### src/rtl/tcp_pkg.sv
// Shared types and constants for the TCP TX protocol-calc control path.
// Bit indices name the four per-flow state memories and the three retire handshakes.
package tcp_pkg;

  typedef enum logic [2:0] {
    ST_READY,
    ST_RD_REQ,
    ST_RD_RESP,
    ST_CALC,
    ST_OUTPUT
  } tcp_tx_ctrl_state_e;

  localparam int RD_TAIL  = 0;
  localparam int RD_TX    = 1;
  localparam int RD_RX    = 2;
  localparam int RD_TUPLE = 3;

  localparam int OUT_WR  = 0;
  localparam int OUT_CMD = 1;
  localparam int OUT_PKT = 2;

endpackage

### src/rtl/val_rdy_done_tracker.sv
// Bank of N independent valid/ready handshakes: each lane holds val until accepted once.
// Lanes marked skip count as done; the bank self-clears in the cycle all lanes finish.
module val_rdy_done_tracker #(
  parameter int N = 4
) (
  input  logic         clk,
  input  logic         rst,
  input  logic         en,
  input  logic [N-1:0] skip,
  input  logic [N-1:0] rdy,
  output logic [N-1:0] val,
  output logic         all_done
);

  logic [N-1:0] done_q;
  logic [N-1:0] done_d;
  logic [N-1:0] hs;

  // NOTE: every always_comb output gets a default first so no path leaves it unassigned (no latch).
  always_comb begin
    val      = '0;
    hs       = '0;
    all_done = 1'b0;
    done_d   = done_q;
    if (en) begin
      val      = ~(done_q | skip);
      hs       = val & rdy;
      all_done = &(done_q | skip | hs);
      done_d   = all_done ? '0 : (done_q | hs);
    end
  end

  // NOTE: sequential state uses non-blocking (<=) assignments only; combinational logic uses blocking (=).
  always_ff @(posedge clk) begin
    if (rst) done_q <= '0;
    else     done_q <= done_d;
  end

endmodule

### src/rtl/tcp_tx_ctrl.sv
// TCP TX protocol-calc control FSM: one flow in flight, reads per-flow state,
// strobes the datapath, then retires via write-back, scheduler command and optional packet.
module tcp_tx_ctrl
  import tcp_pkg::*;
#(
  parameter int CNT_W = 32
) (
  input  logic             clk,
  input  logic             rst,
  input  logic             sched_tx_req_val,
  output logic             sched_tx_req_rdy,
  output logic [3:0]       rd_req_val,
  input  logic [3:0]       rd_req_rdy,
  input  logic [3:0]       rd_resp_val,
  output logic [3:0]       rd_resp_rdy,
  output logic             next_tx_state_wr_req_val,
  input  logic             next_tx_state_wr_req_rdy,
  output logic             tx_sched_update_cmd_val,
  input  logic             tx_sched_update_cmd_rdy,
  output logic             proto_calc_tx_val,
  input  logic             proto_calc_tx_rdy,
  output logic             ctrl_datap_store_flowid,
  output logic             ctrl_datap_store_state,
  output logic             ctrl_datap_store_tuple,
  output logic             ctrl_datap_store_calc,
  input  logic             datap_ctrl_produce_pkt,
  output logic             tx_ctrl_busy,
  output logic [CNT_W-1:0] tx_ctrl_pkt_cnt
);

  tcp_tx_ctrl_state_e state_q, state_d;
  logic [CNT_W-1:0]   pkt_cnt_q, pkt_cnt_d;

  logic       rd_en, rd_all_done;
  logic       out_en, out_all_done;
  logic [2:0] out_val;
  logic       pkt_hs;

  val_rdy_done_tracker #(.N(4)) u_rd_bank (
    .clk      (clk),
    .rst      (rst),
    .en       (rd_en),
    .skip     (4'b0000),
    .rdy      (rd_req_rdy),
    .val      (rd_req_val),
    .all_done (rd_all_done)
  );

  // Without a packet to emit, the packet lane is skipped and counts as done.
  val_rdy_done_tracker #(.N(3)) u_out_bank (
    .clk      (clk),
    .rst      (rst),
    .en       (out_en),
    .skip     ({~datap_ctrl_produce_pkt, 2'b00}),
    .rdy      ({proto_calc_tx_rdy, tx_sched_update_cmd_rdy, next_tx_state_wr_req_rdy}),
    .val      (out_val),
    .all_done (out_all_done)
  );

  assign next_tx_state_wr_req_val = out_val[OUT_WR];
  assign tx_sched_update_cmd_val  = out_val[OUT_CMD];
  assign proto_calc_tx_val        = out_val[OUT_PKT];
  assign pkt_hs                   = proto_calc_tx_val & proto_calc_tx_rdy;
  assign tx_ctrl_busy             = (state_q != ST_READY);
  assign tx_ctrl_pkt_cnt          = pkt_cnt_q;

  always_comb begin
    state_d                 = state_q;
    sched_tx_req_rdy        = 1'b0;
    rd_resp_rdy             = 4'b0000;
    ctrl_datap_store_flowid = 1'b0;
    ctrl_datap_store_state  = 1'b0;
    ctrl_datap_store_tuple  = 1'b0;
    ctrl_datap_store_calc   = 1'b0;
    rd_en                   = 1'b0;
    out_en                  = 1'b0;
    unique case (state_q)
      ST_READY: begin
        sched_tx_req_rdy        = 1'b1;
        ctrl_datap_store_flowid = sched_tx_req_val;
        if (sched_tx_req_val) state_d = ST_RD_REQ;
      end
      ST_RD_REQ: begin
        rd_en = 1'b1;
        if (rd_all_done) state_d = ST_RD_RESP;
      end
      ST_RD_RESP: begin
        // Responses are consumed only as a complete set; partial ones stay in the memories.
        if (&rd_resp_val) begin
          rd_resp_rdy            = 4'b1111;
          ctrl_datap_store_state = 1'b1;
          ctrl_datap_store_tuple = 1'b1;
          state_d                = ST_CALC;
        end
      end
      ST_CALC: begin
        ctrl_datap_store_calc = 1'b1;
        state_d               = ST_OUTPUT;
      end
      ST_OUTPUT: begin
        out_en = 1'b1;
        if (out_all_done) state_d = ST_READY;
      end
      default: state_d = ST_READY;
    endcase
  end

  assign pkt_cnt_d = pkt_cnt_q + {{(CNT_W-1){1'b0}}, pkt_hs};

  always_ff @(posedge clk) begin
    if (rst) begin
      state_q   <= ST_READY;
      pkt_cnt_q <= '0;
    end else begin
      state_q   <= state_d;
      pkt_cnt_q <= pkt_cnt_d;
    end
  end

endmodule

### config.mk
export PLATFORM = sky130hd
export DESIGN_NAME = tcp_tx_ctrl
export DESIGN_NICKNAME = d
export VERILOG_FILES = /design/src/rtl/tcp_pkg.sv /design/src/rtl/val_rdy_done_tracker.sv /design/src/rtl/tcp_tx_ctrl.sv
export SDC_FILE = /design/constraint.sdc
export NUM_CORES = 1
export LEC_CHECK = 0
export CAP_MARGIN = 10
export CORE_UTILIZATION = 43
export CTS_CLUSTER_DIAMETER = 40
export CTS_CLUSTER_SIZE = 16
export DETAILED_ROUTE_END_ITERATION = 6
export GPL_TIMING_DRIVEN = 0
export PLACE_DENSITY_LB_ADDON = 0.08
export SYNTH_ARGS = -nofsm -noshare
export SYNTH_HDL_FRONTEND = slang
export SYNTH_SLANG_ARGS = --single-unit
### constraint.sdc
create_clock -name clk -period 2.4 [get_ports clk]
set_clock_uncertainty 0.1 [all_clocks]
set_input_delay 0.48 -clock clk [delete_from_list [all_inputs] [get_ports clk]]
set_output_delay 0.48 -clock clk [all_outputs]
set_load 0.02 [all_outputs]
==> metrics.md, run 1 <==
| Metric | Value |
|---|---|
| Die H | 73.0 um |
| Internal power | 1.41 mW |
| Max Cap Violations | 0 |
| Gr usage total | between 20% and 30% |
| Root Buffer | clkbuf_8 |
| Storage element area | 850 um^2 |
| Nets | 354 |
| Crit path required time | 2500 ps |
| Status | complete, but fails checks |
| Final Hold Fails | 0 |
| Cell accounting for the most synthesized area | dfxtp_1 |
| Worst-skew pair later-pin latency | 300 ps |
| Slew Viols, Final | 0 |
| Final Power | 1.99 mW |
| Seq pwr share | 38.9% |
| Power per cell area | 584 mW/mm^2 |
| Slack of the critical path | -5.51 ps |
| Dpl hpwl | roughly 3800 um |
| Setup TNS Final | -5.51 ps |
| Post-synth design cell area | 0.00217 mm^2 |
| Critical path fanouts, max | 5 |
| Core footprint | between 0.004 and 0.005 mm^2 |
| Post-Synthesis Cells | 249 |
| Syn Nets | roughly 270 |
| Logic gate share of total power | 26.8% |
| CP Capture Type | flip-flop |
| Placed Cells | 379 |
| Core Util, Final | 71.3% |
| Post-route antenna net violation count | 0 |
| Hold endpoint | tx_ctrl_pkt_cnt[23] |
| Pre-Repair DR Iteration Count | 4 |
| Io pins | between 60 and 70 |
| Global-route wire length before repair | 9270 um |
| Hold buffer count at cts | 0 |
| CP Launch Type | flip-flop |
| Tmin final | 2410 ps |
| Area Overhead vs Synth | 57.3% |
| Top cell type's share of synthesized area | 38.8% |
| DR WL met2 | 2940 um |
| Fin crit share | 100% |
| Synth unique cells | 47 |
| Dominant cells by area after synthesis | dfxtp_1, nor2_1, mux2_2, nor2b_1, a21oi_1 |
| Vias | 2186 |
| Total clock sinks | 42 |
| Synth warn | 0 |
| DRT Wirelength | between 5000 and 6000 um |
| RR Startpoint | state_q[1] |
| CTS H-Tree Depth | 2 |
| Top layer in use | met4 |
| Met3 wire length | 401 um |
| Final setup violation count | 1 |
| Site Rows | 25 |
| Die width | 73.0 um |
| Reg2reg end | tx_ctrl_pkt_cnt[26] |
| EDFF count, synth | 0 |
| Switching Fraction | around 29% |
| Fmax | 0.416 GHz |
| Clock share of power | ~34% |
| Slew @ Worst Pin | approximately 640 ps |
| I/O Buffers | 63 |
| Vias in the first global route | 2027 |
| Starting density of the core | 45.3% |
| Gr ovfl total | 0 |
| Seq cells post-synth | 42 |
| Standby leakage power | 1.39 nW |
| Flop2flop setup slack | -6 ps |
| Ys flop type | dfxtp_1 |
| Sw Pwr | 587 uW |
| Residual DRC | 0 |
| CTS Buffer Depth | 2 |
| CTS tree | yes |
| Setup repair after global routing missed its margin | yes |
| Worst hold path class | flip-flop to flip-flop |
| Die ar. | around 0.0053 mm^2 |
| Initial antenna violation count | 0 |
| Most frequent cells in the layout | clkdlybuf4s50_1, dfxtp_1, nor2_1 |
| Worst reg-to-reg path cell count | 10 |
| Syn Area/Cell | 8.71 um^2 |
| Non-filler cells, final | a little over 400 |
| GP Congestion | slightly below 0.8 |
| Sequential area share after synthesis | 38.8% |
| Clock transition at path regs | 90 ps |
| Filler cells | 383 |
| WS Path Type | flip-flop to flip-flop |
| Critical Path AT | 2500 ps |
| Area of the multi-input gates | 0.00144 mm^2 |
| Commonest non-fill, non-tap cell in the layout | clkdlybuf4s50_1 |
| Antenna Cells | 0 |
| Max rail drop VDD | 675 uV |
| Failing checks | setup timing |
| CTS Buf Count | 5 |
| Min-delay src | tx_ctrl_pkt_cnt[23] |
| Largest net degree at the start of global routing | 15 |
| M1 WL | 2520 um |
| Slew margin rel. | 57.5% |
| Via density | 5.41 |
| Synth async-reset ratio | 0% |
| 1st-iter DRT viols | around 120 |
| Share of cells above drive strength 1 | 25.8% |
| Routed WL per cell | 14.6 um |
| WHS Path Cells | 2 |
-- registers in the layout (all words and copies together) (netlist names) --
name / count
tx_ctrl_pkt_cnt: 32
u_out_bank.done_q: 3
state_q: 3
u_rd_bank.done_q: 4
-- kinds of logic after synthesis --
kind of cell	Yosys count	share of synthesized area, %
flops	42	38.8
compound gates	39	11.5
fa+ha+maj	3	1.73
simple gates	123	32.3
mux	9	4.67
xor+xnor	11	4.44
buf+inv	22	6.57
-- cell type report --
cell class                      count  area share [%]
Inverter                            7           0.770
Clock inverter                      3            2.02
Sequential cell                    42            24.9
Clock buffer                        5            2.02
Tap cell                           67            2.46
Multi-Input combinational cell    186            42.2
Buffer                             14            3.30
Timing Repair Buffer               80            22.3
-- per-layer routing --
metal	GRT usage (%)	vias to the layer above
met4	5.45	0
met2	38.9	70
met3	5.80	9
li1	-	1073
met1	27.4	1034
met5	0	-
-- repair_timing --
| action | CTS | global route |
|---|---|---|
| endpoints found under the setup margin | 28 | 24 |
| setup buffers | 16 | 2 |
| pin swaps | 7 | 11 |
| gates cloned | 1 | 0 |
| endpoints found under the hold margin | 0 | 0 |
| resized for setup | 32 | 30 |
-- metrics by stage --
step / area (um^2) / setup WS (ps) / hold slack, ps
6_report: 3410 / -5.51 / 418
5_1_grt: 3410 / -116 / 461
4_1_cts: 3310 / 3.71 / 416
3_5_place_dp: 2970 / -530 / 392
3_3_place_gp: 2970 / -537 / 389
2_1_floorplan: 2260 / -126 / 381
-- synthesized netlist by cell type (all sizes together) (2+ instances only) --
cell and n:
a21oi 15, a22oi 4, a31oi 2, and2 3, and4 8, buf 9, clkbuf 6, dfxtp 42
ha 3, inv 7, mux2 9, nand2 10, nand3 15, nand3b 2, nand4 8, nor2 37
nor2b 13, nor3b 2, nor4 8, o21ai 5, o22a 2, o31ai 6, or3 6, or4 6
xnor2 3, xor2 8
-- power by group through the flow --
stage | Clock, mW | Sequential, mW | Combinational [mW]
floorplan | 0 | 0.790 | 0.298
global placement | 0 | 0.799 | 0.493
detailed placement | 0 | 0.801 | 0.498
CTS | 0.694 | 0.779 | 0.523
global route | 0.723 | 0.780 | 0.580
finish | 0.685 | 0.775 | 0.534
-- worst max-delay path, cell delays in order, from the launching register on --
cell     delay [ps]
dfxtp_4         360
nor3b_4         240
nand2_2         100
nor2_4           80
and2_4          150
ha_4            150
ha_4            130
and4_4          280
nand2_8          90
nor4_4          300
mux2_4          320
-- how the worst max path moves through the flow --
stage | start | to | slack (ps) | depth (start not counted)
finish | state_q[1] | tx_ctrl_pkt_cnt[26] | -6 | 10
global route | state_q[1] | tx_ctrl_pkt_cnt[26] | -120 | 10
CTS | state_q[2] | rd_req_val[0] | 4 | 5
detailed placement | datap_ctrl_produce_pkt | tx_ctrl_pkt_cnt[27] | -530 | 9
global placement | datap_ctrl_produce_pkt | tx_ctrl_pkt_cnt[27] | -540 | 9
floorplan | state_q[1] | tx_ctrl_pkt_cnt[30] | -130 | 10
Note: power is estimated with default switching activity, not from simulation.
==> run 2, diff against run 1 <==
--- a/config.mk
+++ b/config.mk
@@ -11,6 +11,7 @@
 export CTS_CLUSTER_SIZE = 16
 export DETAILED_ROUTE_END_ITERATION = 6
 export GPL_TIMING_DRIVEN = 0
+export MAX_ROUTING_LAYER = met4
 export PLACE_DENSITY_LB_ADDON = 0.08
 export SYNTH_ARGS = -nofsm -noshare
 export SYNTH_HDL_FRONTEND = slang
==> run 2 against run 1 <==
Against the previous run:
- the run still ends with setup timing left
- count of clock-buffer cells in the layout unchanged
- utilization about the same
- critical path depth unchanged
- sequential share of layout area about the same
- clock power about the same
- cell area about the same
- fmax decreased by 0.17%
- largest power group unchanged
==> metrics.md, run 2 (synthesized netlist as in run 1, its figures left out) <==
| Metric | Value |
|---|---|
| Critical Path Max Stage Delay | 360 ps (about the same) |
| CP dominant cell by count | ha_4 |
| Total clock sinks | 42 (unchanged) |
| Vias | 2211 (+1.1%) |
| Standby leakage power | 1.39 nW (+0.26%) |
| Largest net degree at the start of global routing | 15 (unchanged) |
| Final Hold Fails | 0 (unchanged) |
| Failing checks | setup timing |
| Fmax | 0.415 GHz (-0.17%) |
| Die H | 73.0 um (unchanged) |
| GRT Max-Usage Layer | met2 |
| Slew Viols, Final | 0 (unchanged) |
| CP max stage cell | dfxtp_4 |
| Initial antenna violation count | 0 (unchanged) |
| Tmin final | 2410 ps (+3.97 ps) |
| Clock transition at path regs | 90 ps (about the same) |
| Filler cells | 384 (+0.26%) |
| Core footprint | 0.00479 mm^2 (unchanged) |
| Gr ovfl total | 0 (unchanged) |
| Worst hold slack | 417 ps (-0.976 ps) |
| Slack of the critical path | -9.49 ps (-3.97 ps) |
| Area Overhead vs Synth | 57.2% (about the same) |
| Pre-Repair DR Iteration Count | 4 (unchanged) |
| Met3 global-route usage | 4.56% (-1.2 points) |
| Post-route cell area | 0.00341 mm^2 (about the same) |
| Met1 Use GR | 27.3% (-0.085 points) |
| Share of cells above drive strength 1 | 25.8% (unchanged) |
| Post-route antenna net violation count | 0 (unchanged) |
| WS Path Type | flip-flop to flip-flop |
| Residual DRC | 0 (unchanged) |
| Critical path fanouts, max | 5 (unchanged) |
| Via density | 5.47 (+1.1%) |
| Critical Path AT | 2510 ps (about the same) |
| GP Congestion | 0.787 (+1.4%) |
| Starting density of the core | 45.3% (unchanged) |
| Global-route wire length before repair | 9250 um (-0.29%) |
| Worst-skew pair later-pin latency | 300 ps (about the same) |
| Commonest non-fill, non-tap cell in the layout | clkdlybuf4s50_1 |
| Root Buffer | clkbuf_8 |
| Antenna Cells | 0 (unchanged) |
| Max rail drop VDD | 675 uV (about the same) |
| Most frequent cells in the layout | clkdlybuf4s50_1, dfxtp_1, nor2_1 |
| Slew @ Worst Pin | 651 ps (+13.0 ps) |
| CTS Buffer Depth | 2 (unchanged) |
| CP Capture Type | flip-flop |
| Dpl hpwl | 3840 um (unchanged) |
| Gr usage total | 22.9% (+0.54 points) |
| Nets | 354 (unchanged) |
| Final setup violation count | 1 (unchanged) |
| Slew margin rel. | 56.6% (-0.87 points) |
| Io pins | 64 (unchanged) |
| Largest register FFs | 32 (unchanged) |
| Met2 Usage GRT | 38.9% (unchanged) |
| Routed WL per cell | 14.6 um (+0.14%) |
| Site Rows | 25 (unchanged) |
| DRT Wirelength | 5920 um (+0.14%) |
| CP Launch Type | flip-flop |
| I/O Buffers | 63 (unchanged) |
| WP buf/inv | 0 (unchanged) |
| Die width | 73.0 um (unchanged) |
| CTS H-Tree Depth | 2 (unchanged) |
| Power per cell area | 585 mW/mm^2 (about the same) |
| Worst-path cell chain | nor3b_4 -> nand2_2 -> nor2_4 -> and2_4 -> ha_4 -> ha_4 -> and4_4 -> nand2_8 -> nor4_4 -> mux2_4 |
| Crit path required time | 2500 ps (about the same) |
| Max Cap Violations | 0 (unchanged) |
| Die ar. | 0.00533 mm^2 (unchanged) |
| CP delay by family, top | simple AND/OR/NAND/NOR gates |
| Vias in the first global route | 2026 (-0.049%) |
| Status | complete, but fails checks |
| Fin crit share | 100% (+0.17 points) |
| CTS tree | yes |
| Setup repair after global routing missed its margin | yes |
| Placed Area | 0.00297 mm^2 (unchanged) |
| CTS Buf Count | 5 (unchanged) |
| Worst hold path class | flip-flop to flip-flop |
| 1st-iter DRT viols | 100 (-16%) |
run 2: what timing repair did:
item,4_1_cts,5_1_grt
endpoints found under the setup margin,28,24
hold buffers,0,0
setup buffers,16,2
gates cloned,1,0
pin swaps,7,11
gates resized for setup,32,29
run 2: tightest hold or removal path: cells and delay by family, from the launching register on:
kind | cells | cell delay (ps)
AO/OA/AOI/OAI | 2 | 130
flip-flops | 1 | 340
run 2: routing by layer:
| layer | share of wire, % | vias up |
|---|---|---|
| met5 | 0 | - |
| met4 | 1.0 | 0 |
| met3 | 6.8 | 10 |
| met2 | 50 | 73 |
| met1 | 42 | 1054 |
| li1 | - | 1074 |
run 2: layout make-up:
class                      count  area, um^2  share of cell area (%)
multi-input combinational    186        1440                    42.2
sequential                    42         850                    24.9
timing repair buffer          80         761                    22.3
buffer                        14         113                    3.30
tap                           67        83.8                    2.46
clock buffer                   5        68.8                    2.02
clock inverter                 3        68.8                    2.02
inverter                       7        26.3                   0.770
run 2: per-stage QoR:
step / setup TNS [ps] / setup WS (ps) / cells / utilization [%] / total power, mW
detailed placement: -9420 / -530 / 379 / 62.1 / 1.30
finish: -9.49 / -9.49 / 404 / 71.3 / 2.00
floorplan: -632 / -126 / 249 / - / 1.09
global route: -528 / -116 / 404 / 71.3 / 2.08
global placement: -8980 / -537 / 379 / 62.1 / 1.29
CTS: 0 / 3.71 / 404 / 69.1 / 2.00
run 2: path summary, 6_finish.rpt:
kind / start / endpoint / slack [ps] / cells past startpoint
setup / recovery: state_q[1] / tx_ctrl_pkt_cnt[26] / -9 / 10
hold / removal: tx_ctrl_pkt_cnt[23] / tx_ctrl_pkt_cnt[23] / 420 / 2
setup reg to reg: state_q[1] / tx_ctrl_pkt_cnt[26] / -9 / 10
hold reg to reg: tx_ctrl_pkt_cnt[23] / tx_ctrl_pkt_cnt[23] / 420 / 2
run 2: where the power goes:
part           switching, mW  internal (mW)
clock network          0.268          0.417
logic                  0.285          0.250
registers             0.0354          0.740
==> RTL change: new RTL, flow settings as in run 2 <==
Set the parameter `CNT_W` to 36 (it was 32).
--- a/src/rtl/tcp_tx_ctrl.sv
+++ b/src/rtl/tcp_tx_ctrl.sv
@@ -3,7 +3,7 @@
 module tcp_tx_ctrl
   import tcp_pkg::*;
 #(
-  parameter int CNT_W = 32
+  parameter int CNT_W = 36
 ) (
   input  logic             clk,
   input  logic             rst,
Interface: changed (resized tx_ctrl_pkt_cnt); port bits go from 64 to 68. No check against the original RTL was run, so the function may have changed too.
==> RTL change against run 2 <==
The flow still finishes with violations (setup timing); design area rose by 4.5%; wire length rose by 5.9%; setup slack got worse by 130 ps; combinational power fell by 8.8%; total power fell by 11%; sequential cell count rose by 4; synthesized area rose by 6.9%; synthesized cell count rose by 10%.
==> RTL change: results (changes against run 2) <==
stage,metric,value,unit,change
synthesis,Synthesized Nets,292,,was 267
place,Placed Instances,411,,was 379
synthesis,multiplexer share of the synthesized area,0.00971,,was 0.0467
worst_setup_path,Slowest Stage Delay on Critical Path,480,ps,was 360 ps
final_layout,Filler Cells Inserted,431,,was 384
detailed_routing,via density per instance,5.61,,was 5.47
global_routing,Total GRT Usage,0.229,,about the same
clock_network,count of cells resized by post-cts repair,38,,was 32
synthesis,adder-cell area share of the yosys netlist,0.0108,,was 0.0173
place,pre-CTS worst setup slack,-733,ps,was -530 ps
worst_setup_path,data arrival at the endpoint of the critical path,2650,ps,was 2510 ps
place,gpl congestion,0.781,,was 0.787
power_and_ir_drop,Worst IR Drop VDD,0.623,mV,was 0.675 mV
synthesis,post-synthesis sequential area ratio,0.397,,was 0.388
global_routing,met2 Use GR,0.377,,was 0.389
global_routing,first-pass GRT wire length,9.76,mm,was 9.25 mm
place,Buffers on Ports,66,,was 63
synthesis,Post-Synthesis Mean Instance Area,8.44,sq um,was 8.71 sq um
place,post-detailed-placement cell area,3160,sq um,was 2970 sq um
global_routing,met3 global-route usage,0.0410,,was 0.0456
detailed_routing,Pre-Repair DR Iteration Count,6,,was 4
place,Detailed Place HPWL,4.16,mm,was 3.84 mm
final_layout,share of layout cells above drive strength 1,0.249,,was 0.258
final_layout,max reg flops,36,,was 32
clock_network,# Post-CTS Setup Buffers,11,,was 16
global_routing,global-route track usage on met1,0.288,,was 0.273
synthesis,commonest cells in the netlist,"46 x sky130_fd_sc_hd__dfxtp_1, 29 x sky130_fd_sc_hd__nor2_1, 26 x sky130_fd_sc_hd__a21oi_1",,"was 42 x sky130_fd_sc_hd__dfxtp_1, 37 x sky130_fd_sc_hd__nor2_1, 14 x sky130_fd_sc_hd__a21oi_1, 14 x sky130_fd_sc_hd__nand3_1, 13 x sky130_fd_sc_hd__nor2b_1"
global_routing,maximum number of pins on one net before global-route repair,13,,was 15
sta,number of failing setup endpoints in the final timing report,16,,was 1
synthesis,Synth Area in XOR/XNOR,0.0415,,was 0.0444
global_routing,via count of the first global-routing pass,2132,,"was 2,026"
synthesis,post-synthesis cell type count,41,,was 47
sta,worst-case setup margin in the final layout,-135,ps,was -9.49 ps
run_status,failing checks,setup timing,,unchanged
sta,slew at the pin with the worst max-slew slack,741,ps,was 651 ps
detailed_routing,DRC violation total after the first TritonRoute iteration,130,,was 100
synthesis,main area contributors after synthesis,"sky130_fd_sc_hd__dfxtp_1 40%, sky130_fd_sc_hd__a21oi_1 5.6%, sky130_fd_sc_hd__nor2_1 4.7%",,"was sky130_fd_sc_hd__dfxtp_1 39%, sky130_fd_sc_hd__nor2_1 6.4%, sky130_fd_sc_hd__mux2_2 4.7%"
run_status,outcome,"complete, but fails checks",,unchanged
-- RTL change: final cells by class --
cell class / instances / area [sq um] / area share
Multi-Input combinational cell: 202 / 1550 / 0.435
Buffer: 17 / 116 / 0.0326
Clock buffer: 7 / 76.3 / 0.0214
Sequential cell: 46 / 932 / 0.261
Inverter: 9 / 33.8 / 0.00948
Tap cell: 70 / 87.6 / 0.0246
Timing Repair Buffer: 81 / 769 / 0.216
-- RTL change: power by group through the flow --
stage	clock network, mW	registers (mW)	logic (mW)
after CTS	0.444	0.846	0.492
after global routing	0.474	0.851	0.535
after detailed placement	0	0.876	0.483
after global placement	0	0.874	0.482
final	0.435	0.845	0.488
after floorplan	0	0.862	0.287
-- RTL change: cells by family (layout without fill, tap and decap cells) --
family	count (synthesis)	after routing
simple gates	129	129
mux	2	2
compound gates	58	58
fa+ha+maj	2	2
xor+xnor	11	11
flops	46	46
buf+inv	27	114
-- RTL change: metal layers --
metal	part of all wire	vias up	wire length (microns)
met3	0.053	6	334
li1	-	1191	-
met1	0.44	1152	2760
met2	0.50	75	3120
met5	0	-	0
met4	0.0088	0	55
-- RTL change: path summary, 6_finish.rpt --
check | startpoint | depth (start not counted) | slack [ps] | end
worst max-delay path | state_q[0]$_SDFFE_PP0P_ | 10 | -140 | tx_ctrl_pkt_cnt[27]$_SDFF_PP0_
worst min-delay path | tx_ctrl_pkt_cnt[35]$_SDFF_PP0_ | 2 | 390 | tx_ctrl_pkt_cnt[35]$_SDFF_PP0_
worst max register to register | state_q[0]$_SDFFE_PP0P_ | 10 | -140 | tx_ctrl_pkt_cnt[27]$_SDFF_PP0_
worst min register to register | tx_ctrl_pkt_cnt[35]$_SDFF_PP0_ | 2 | 390 | tx_ctrl_pkt_cnt[35]$_SDFF_PP0_
